$ cat src/rtl/taylor_in_server.sv
`default_nettype none
// taylor_in_server: sample FIFO feeding a round-robin burst server for the rede_taylor core array.
// Rev 1.0: FIFO, round-robin arbiter and IDLE/SEND/GAP burst sequencer.
module taylor_in_server #(
  parameter int N_CORES = 24,
  parameter int DW      = 19,
  parameter int RW      = 4,
  parameter int SELW    = 5,
  parameter int DEPTH   = 16
) (
  input  logic                      clk,
  input  logic                      rst,
  input  logic [DW-1:0]             s_data,
  input  logic                      s_valid,
  output logic                      s_ready,
  input  logic [N_CORES*RW-1:0]     req_bus,
  output logic [DW-1:0]             io_in,
  output logic                      in_valid,
  output logic [SELW-1:0]           in_sel,
  output logic                      in_last,
  output logic [$clog2(DEPTH):0]    fifo_level
);

  localparam int AW = $clog2(DEPTH);
  localparam int LW = AW + 1;

  typedef enum logic [1:0] {IDLE = 2'd0, SEND = 2'd1, GAP = 2'd2} state_t;

  state_t            state_q, state_d;
  logic [DW-1:0]     mem_q [DEPTH];
  logic [AW-1:0]     wr_ptr_q, rd_ptr_q;
  logic [LW-1:0]     level_q;
  logic              push, pop;
  logic [SELW-1:0]   last_grant_q, last_grant_d;
  logic [SELW-1:0]   sel_q, sel_d;
  logic [RW-1:0]     len_q, len_d;
  logic [SELW-1:0]   gnt_idx;
  logic [RW-1:0]     gnt_len;
  logic              gnt_found;
  int                idx;
  logic [DW-1:0]     io_in_q, io_in_d;
  logic              in_valid_q, in_valid_d;
  logic              in_last_q, in_last_d;
  logic [SELW-1:0]   in_sel_q, in_sel_d;

  // Readiness comes from the registered level, so a full FIFO refuses a push even while popping.
  assign s_ready    = (level_q != LW'(DEPTH));
  assign push       = s_valid && s_ready;
  assign pop        = (state_q == SEND) && (level_q != '0);
  assign fifo_level = level_q;
  assign io_in      = io_in_q;
  assign in_valid   = in_valid_q;
  assign in_sel     = in_sel_q;
  assign in_last    = in_last_q;

  always_ff @(posedge clk) begin
    if (push) mem_q[wr_ptr_q] <= s_data;
  end

  always_ff @(posedge clk or negedge rst) begin
    if (!rst) begin
      wr_ptr_q <= '0;
      rd_ptr_q <= '0;
      level_q  <= '0;
    end else begin
      if (push) wr_ptr_q <= wr_ptr_q + AW'(1);
      if (pop)  rd_ptr_q <= rd_ptr_q + AW'(1);
      case ({push, pop})
        2'b10:   level_q <= level_q + LW'(1);
        2'b01:   level_q <= level_q - LW'(1);
        default: level_q <= level_q;
      endcase
    end
  end

  // Search starts one past the last granted core and wraps modulo N_CORES.
  always_comb begin
    gnt_found = 1'b0;
    gnt_idx   = '0;
    gnt_len   = '0;
    idx       = 0;
    for (int i = 1; i <= N_CORES; i++) begin
      idx = int'(last_grant_q) + i;
      if (idx >= N_CORES) idx = idx - N_CORES;
      if (!gnt_found && (req_bus[idx*RW +: RW] != '0)) begin
        gnt_found = 1'b1;
        gnt_idx   = SELW'(idx);
        gnt_len   = req_bus[idx*RW +: RW];
      end
    end
  end

  always_comb begin
    state_d      = state_q;
    sel_d        = sel_q;
    len_d        = len_q;
    last_grant_d = last_grant_q;
    io_in_d      = io_in_q;
    in_sel_d     = in_sel_q;
    in_valid_d   = 1'b0;
    in_last_d    = 1'b0;
    case (state_q)
      IDLE: begin
        if (gnt_found) begin
          sel_d   = gnt_idx;
          len_d   = gnt_len;
          state_d = SEND;
        end
      end
      SEND: begin
        if (pop) begin
          io_in_d    = mem_q[rd_ptr_q];
          in_valid_d = 1'b1;
          in_sel_d   = sel_q;
          len_d      = len_q - RW'(1);
          if (len_q == RW'(1)) begin
            in_last_d = 1'b1;
            state_d   = GAP;
          end
        end
      end
      GAP: begin
        last_grant_d = sel_q;
        state_d      = IDLE;
      end
      default: state_d = IDLE;
    endcase
  end

  always_ff @(posedge clk or negedge rst) begin
    if (!rst) begin
      state_q      <= IDLE;
      sel_q        <= '0;
      len_q        <= '0;
      last_grant_q <= SELW'(N_CORES - 1);
      io_in_q      <= '0;
      in_valid_q   <= 1'b0;
      in_sel_q     <= '0;
      in_last_q    <= 1'b0;
    end else begin
      state_q      <= state_d;
      sel_q        <= sel_d;
      len_q        <= len_d;
      last_grant_q <= last_grant_d;
      io_in_q      <= io_in_d;
      in_valid_q   <= in_valid_d;
      in_sel_q     <= in_sel_d;
      in_last_q    <= in_last_d;
    end
  end

endmodule
`default_nettype wire
$ cat config.mk
export PLATFORM = sky130hd
export DESIGN_NAME = taylor_in_server
export DESIGN_NICKNAME = d
export VERILOG_FILES = /design/src/rtl/taylor_in_server.sv
export SDC_FILE = /design/constraint.sdc
export NUM_CORES = 1
export LEC_CHECK = 0
export CAP_MARGIN = 20
export CELL_PAD_IN_SITES_DETAIL_PLACEMENT = 1
export CELL_PAD_IN_SITES_GLOBAL_PLACEMENT = 1
export CORE_ASPECT_RATIO = 1.4
export CORE_UTILIZATION = 40
export CTS_CLUSTER_DIAMETER = 120
export DETAILED_ROUTE_END_ITERATION = 7
export PLACE_DENSITY = 0.73
export SLEW_MARGIN = 10
export SYNTH_ARGS = -nofsm -noshare
export SYNTH_HDL_FRONTEND = slang
export SYNTH_SLANG_ARGS = --single-unit
export TNS_END_PERCENT = 10
$ cat constraint.sdc
create_clock -name clk -period 8.65 [get_ports clk]
set_input_delay 1.73 -clock clk [delete_from_list [all_inputs] [get_ports clk]]
set_output_delay 1.73 -clock clk [all_outputs]
set_load 0.03 [all_outputs]
==> flow_summary_export.csv, run 1 <==
group,metric,value,unit
cts,clockBufferDepth,3,
min_path,holdPathStages,2,
finish,nets,2652,
floorplan,rows,112,
finish,multiInputGateArea,15600,sq um
sta,min_period_over_period,85.7,%
floorplan,start_util,40.5,%
sta,maxSlewHeadroom,16.6,%
critical_path,crit_top_cell,"ha_1",
critical_path,reg2reg_setup_slack,1.24,ns
synth,synth_area,27000,sq um
route,postRouteAntennaNets,0,
cts,cts_tree,"yes",
cts,clk_root_buffer_cell,"clkbuf_16",
synth,synthDistinctLibCells,114,
place,io_buffers,149,
cts,cts_buffers,34,
cts,clock_latency,0.55,ns
route,wl_per_cell,35.6,microns
cts,clock-sinks,359,
sta,fin_skew,0.0293,ns
synth,syn_area_per_cell,11.5,sq um
finish,layout-drive-gt1-share,19.2,%
synth,netlist_instances,2339,
cts,ctsResizeCount,0,
place,post_dp_cell_area,29600,sq um
critical_path,path_cells,"inv_1 -> buf_4 -> ha_1 -> xor2_2 -> ha_1 -> nand3b_1 -> o31ai_2 -> mux2i_1 -> o21ai_0 -> o22ai_1 -> or4b_1 -> or3_1 -> o41a_1 -> nor2b_1 -> o211ai_1 -> a311o_1 -> nand2_1",
finish,register_area,10500,sq um
sta,fmax,135,MHz
place,hpwlAfterDp,90500,microns
synth,yosysWarnings,0,
grt,grt_max_degree,63,
sta,min_period,7.41,ns
sta,fin_setup_tns,0,ns
route,drc,0,
grt,grt_pass1_wl,171000,microns
finish,final_common_cell,"edfxtp_1",
critical_path,r2r_cells,17,
route,avgViaCountPerCell,6.81,
min_path,hold_end,"io_in[3]",
critical_path,cp-start-kind,"flip-flop",
route,drtIter0Drc,2130,
synth,syn_nets,2530,
sta,finalSetupViolCount,0,
floorplan,coreArea,66700,sq um
synth,ys_seq_area_share,38.9,%
floorplan,die_w,222,microns
critical_path,critPathSlowestCell,"mux2i_1",
min_path,hp-start,"io_in[3]",
critical_path,cp-end-kind,"flip-flop",
grt,antenna_found_initial,2,
route,vias,22800,
synth,async_reset_ff_share,15.3,%
place,place_congestion,1.06,
sta,finalMaxSlewViolations,0,
route,routed_wl,119000,microns
cts,clk_pin_slew,0.07,ns
min_path,hp-class,"flip-flop to flip-flop",
floorplan,die-area,68600,sq um
critical_path,critPathArrivalTime,7.90,ns
synth,ys.flop_type,"edfxtp_1",
critical_path,cpLargestDelayFamily,"compound AO/OA/AOI/OAI gates",
grt,grt_pass1_vias,24100,
critical_path,r2r-end,"sel_q[3]",
critical_path,reg2reg_from,"last_grant_q[1]",
grt,track_usage,34.7,%
critical_path,path_buf_inv,2,
critical_path,slowest_delay,0.82,ns
floorplan,die_h,309,microns
floorplan,ioPinCount,150,
synth,ys_seq_elements,359,
sta,rsz0062_at_grt,"false",
finish,area_growth,13.9,%
flow_run,maxCapViolations,0,
synth,synth_edf_count,304,
critical_path,crit_type,"flip-flop to flip-flop",
sta,worst_pin_slew,1.25,ns
finish,n_fill_cell,7076,
critical_path,cp_max_fo,15,
status,status,"finished, final reports clean",
cts,cts_hold_buffers,0,
finish,final_area,30800,sq um
finish,final_cell_mix,"edfxtp_1 (304), nand2_1 (297), mux4_2 (219)",
sta,finalHoldViolations,0,
sta,whs,0.475,ns
cts,htree_levels,2,
route,dr.pass1.iters,6,
grt,grt-ovfl-total,0,
cts,post-cts-setup-buffers,0,
critical_path,cp.depth,17,
critical_path,required,9.13,ns
area by class of cell:
class,instances,area share (%)
Clock buffer,42,3.00
Multi-Input combinational cell,1745,50.6
Clock inverter,20,0.821
Inverter,97,1.18
Tap cell,855,3.48
Timing Repair Buffer,224,6.70
Sequential cell,359,34.2
Antenna cell,1,0.00813
registers in the layout, indices dropped and copies added (netlist names):
register	count
state_q	2
sel_q	5
len_q	4
rd_ptr_q	4
wr_ptr_q	4
mem_q	304
last_grant_q	5
in_last	1
in_sel	5
io_in	19
fifo_level	5
in_valid	1
stage by stage:
| stage | setup slack (ns) | util [%] | instances |
|---|---|---|---|
| floorplan | 2.25 | - | 2339 |
| global placement | 1.41 | 44.3 | 3277 |
| detailed placement | 1.30 | 44.4 | 3279 |
| CTS | 1.27 | 46.1 | 3341 |
| global route | 0.914 | 46.1 | 3342 |
| finish | 1.24 | 46.1 | 3343 |
worst register-to-register path, cell delays in order (launching register included):
cell,delay (ns)
dfstp_4,0.75
inv_1,0.12
buf_4,0.22
ha_1,0.34
xor2_2,0.47
ha_1,0.28
nand3b_1,0.14
o31ai_2,0.39
mux2i_1,0.82
o21ai_0,0.64
o22ai_1,0.47
or4b_1,0.52
or3_1,0.68
o41a_1,0.63
nor2b_1,0.29
o211ai_1,0.17
a311o_1,0.37
nand2_1,0.07
how the worst max path moves through the flow:
| stage | slack [ns] | end | start |
|---|---|---|---|
| 3_3_place_gp | 1.41 | sel_q[3] | last_grant_q[1] |
| 2_1_floorplan | 2.25 | sel_q[4] | last_grant_q[1] |
| 5_1_grt | 0.91 | sel_q[3] | last_grant_q[1] |
| 3_5_place_dp | 1.30 | sel_q[3] | last_grant_q[1] |
| 6_report | 1.24 | sel_q[3] | last_grant_q[1] |
| 4_1_cts | 1.27 | sel_q[3] | last_grant_q[1] |
routing by layer:
layer | GRT usage [%] | share of wire [%] | vias up
met3 | 5.28 | 6.1 | 363
met2 | 62.2 | 51 | 1010
met1 | 37.2 | 34 | 11800
met4 | 25.6 | 8.4 | 0
met5 | 0 | 0 | -
li1 | - | - | 9594
cells by family after synthesis:
kind of cell             count (synthesis)  share of synthesized area (%)
XOR/XNOR                                40                           1.46
AO/OA/AOI/OAI                          502                           13.4
flip-flops                             359                           38.9
multiplexers                           390                           24.8
adder cells (fa/ha/maj)                 73                           3.41
AND/OR/NAND/NOR                        740                           13.9
buffers and inverters                  235                           4.02
synthesized netlist by cell type, types with 24 or more instances:
master / number / share of area (%)
mux4_2: 219 / 18
mux2i_1: 138 / 5.1
nand2_1: 297 / 4.1
a31oi_1: 24 / 0.56
a21oi_1: 67 / 1.2
nor3_1: 38 / 0.70
xnor2_1: 28 / 0.91
dfrtp_1: 51 / 4.7
edfxtp_1: 304 / 34
nand3_1: 41 / 0.76
clkbuf_1: 61 / 0.85
o22ai_1: 44 / 1.0
buf_2: 37 / 0.69
ha_1: 72 / 3.3
nor2_1: 122 / 1.7
inv_1: 88 / 1.2
mux2_2: 28 / 1.2
nand4_1: 25 / 0.58
nor4_1: 29 / 0.67
o21ai_0: 89 / 1.6
Power of run 1 is not shown: default switching activity piles up to over one toggle a cycle in this logic, so the estimate is an artifact.
==> run 2: changes to the inputs <==
Clock period 8.65 ns to 8 ns, I/O delays scaled along.
==> run 2 against run 1 <==
Count of clock-buffer cells in the layout shrank 1. Global-route usage fell by 0.53 points. Non-clock buffer count is 38 higher. Sequential share of layout area fell by 0.13 points. Register-to-register slack got worse by 0.25 ns. Utilization rose by 0.18 points. Sequential cell count is the same. First-iteration DRC count down 6.9%. Critical endpoint is now len_q[2]. Critical path type unchanged. Maximum frequency is 5.8% higher. Via count fell by 0.19%. Setup slack got worse by 0.25 ns. Clock skew fell by 0.012 ns. Largest cell class unchanged.
==> flow_summary_export.csv, run 2 (synthesized netlist as in run 1, its figures left out) <==
group,metric,value,unit
route,dr.pass1.iters,5,
route,routed_wl,118000,microns
grt,grt_max_degree,106,
route,wl_met3,6360,microns
route,top_layer,"met5",
sta,fin_setup_tns,0,ns
cts,clock_latency,0.58,ns
sta,worst_pin_slew,1.00,ns
sta,layout_setup_ws,0.992,ns
cts,clockBufferDepth,3,
sta,finalHoldViolations,0,
route,wl_per_cell,35.0,microns
place,place_ws,1.10,ns
sta,min_period_over_period,87.6,%
grt,grt-ovfl-total,0,
min_path,holdPathStages,2,
sta,min_period,7.01,ns
grt,antenna_found_initial,2,
route,wl_met1,41300,microns
cts,cts_tree,"yes",
place,hpwlAfterDp,91300,microns
finish,final_cell_mix,"edfxtp_1 (304), nand2_1 (297), mux4_2 (219)",
critical_path,cp-start-kind,"flip-flop",
min_path,hp-start,"io_in[4]",
finish,layout-drive-gt1-share,20.1,%
cts,post-cts-setup-buffers,0,
cts,clk_pin_slew,0.07,ns
finish,final_common_cell,"edfxtp_1",
floorplan,rows,112,
floorplan,start_util,40.5,%
sta,rsz0062_at_grt,"false",
sta,finalMaxSlewViolations,0,
floorplan,die_w,222,microns
critical_path,reg2reg_from,"last_grant_q[2]",
cts,clock-sinks,359,
floorplan,die-area,68600,sq um
floorplan,ioPinCount,150,
cts,clk_root_buffer_cell,"clkbuf_16",
floorplan,die_h,309,microns
place,io_buffers,149,
critical_path,critPathArrivalTime,7.49,ns
grt,track_usage,34.2,%
status,status,"finished, final reports clean",
route,avgViaCountPerCell,6.74,
sta,fmax,143,MHz
finish,multiInputGateArea,15600,sq um
critical_path,crit_type,"flip-flop to flip-flop",
route,drc,0,
min_path,hp-class,"flip-flop to flip-flop",
cts,cts_buffers,29,
place,place_congestion,1.06,
floorplan,coreArea,66700,sq um
route,drtIter0Drc,1982,
finish,nets,2685,
route,postRouteAntennaNets,0,
sta,finalSetupViolCount,0,
critical_path,cp-end-kind,"flip-flop",
finish,area_growth,14.4,%
critical_path,cp_max_fo,23,
critical_path,reg2reg_setup_slack,0.99,ns
cts,ctsResizeCount,0,
min_path,hold_end,"io_in[4]",
critical_path,r2r-end,"len_q[2]",
finish,n_fill_cell,7010,
critical_path,startpoint,"last_grant_q[2]",
finish,largest-register,"mem_q",
route,vias,22700,
route,wl_met2,60500,microns
grt,grt_pass1_vias,24100,
grt,grt_pass1_wl,169000,microns
cts,cts_hold_buffers,0,
sta,fin_skew,0.0172,ns
critical_path,r2r_cells,21,
cts,htree_levels,1,
sta,maxSlewHeadroom,31.4,%
critical_path,required,8.48,ns
finish,register_area,10500,sq um
flow_run,maxCapViolations,0,
finish,largest_reg_flops,304,
[run 2: cell count changes in the layout (fill, tap and decap cells not counted)]
cell        change
clkinv_2        -1
inv_6           -1
nor4_2          -1
nor4_1          +1
clkbuf_16       -6
inv_8           -1
inv_16          -1
buf_4          +37
buf_12          +1
clkbuf_1        +3
clkbuf_8        +2
clkinvlp_4      -1
clkinv_1        -2
[run 2: area by class of cell]
class / instances / area share, %
clock buffer: 41 / 2.62
timing repair buffer: 262 / 7.64
inverter: 97 / 1.18
tap: 855 / 3.46
multi-input combinational: 1745 / 50.4
clock inverter: 13 / 0.624
sequential: 359 / 34.1
antenna: 1 / 0.00810
[run 2: how the worst max path moves through the flow]
stage / to / cells past startpoint
3_5_place_dp: len_q[2] / 21
2_1_floorplan: sel_q[4] / 27
5_1_grt: sel_q[0] / 22
6_report: len_q[2] / 21
3_3_place_gp: sel_q[0] / 16
4_1_cts: len_q[2] / 21
[run 2: critical path, cell delays in order, from the launching register on]
cell      delay (ns)
dfstp_2         0.90
inv_1           0.38
ha_1            0.39
a21o_1          0.32
xnor2_2         0.39
inv_2           0.17
ha_1            0.23
inv_1           0.06
ha_1            0.28
nand2_1         0.08
mux2_2          0.30
o311ai_2        0.20
mux2i_1         0.19
o211ai_1        0.35
o2111a_1        0.40
and4_1          0.49
nand3_4         0.34
o41a_1          0.66
nor2_2          0.29
o21ai_0         0.18
o2111a_1        0.16
a31oi_1         0.13
[run 2: metrics by stage]
stage | util, % | std cells | hold WS [ns] | instance area [sq um]
6_report | 46.3 | 3373 | 0.480 | 30900
5_1_grt | 46.3 | 3372 | 0.513 | 30900
3_5_place_dp | 44.8 | 3317 | 0.470 | 29900
2_1_floorplan | - | 2339 | 0.457 | 27000
3_3_place_gp | 44.8 | 3316 | 0.462 | 29900
4_1_cts | 46.3 | 3371 | 0.490 | 30900
[run 2: metal layers]
| metal | vias to the layer above | track usage, % |
|---|---|---|
| met5 | - | 0 |
| met2 | 978 | 62.2 |
| met1 | 11800 | 37.0 |
| met4 | 2 | 24.9 |
| li1 | 9646 | - |
| met3 | 341 | 3.65 |
Power of run 2 is left out for the same reason.
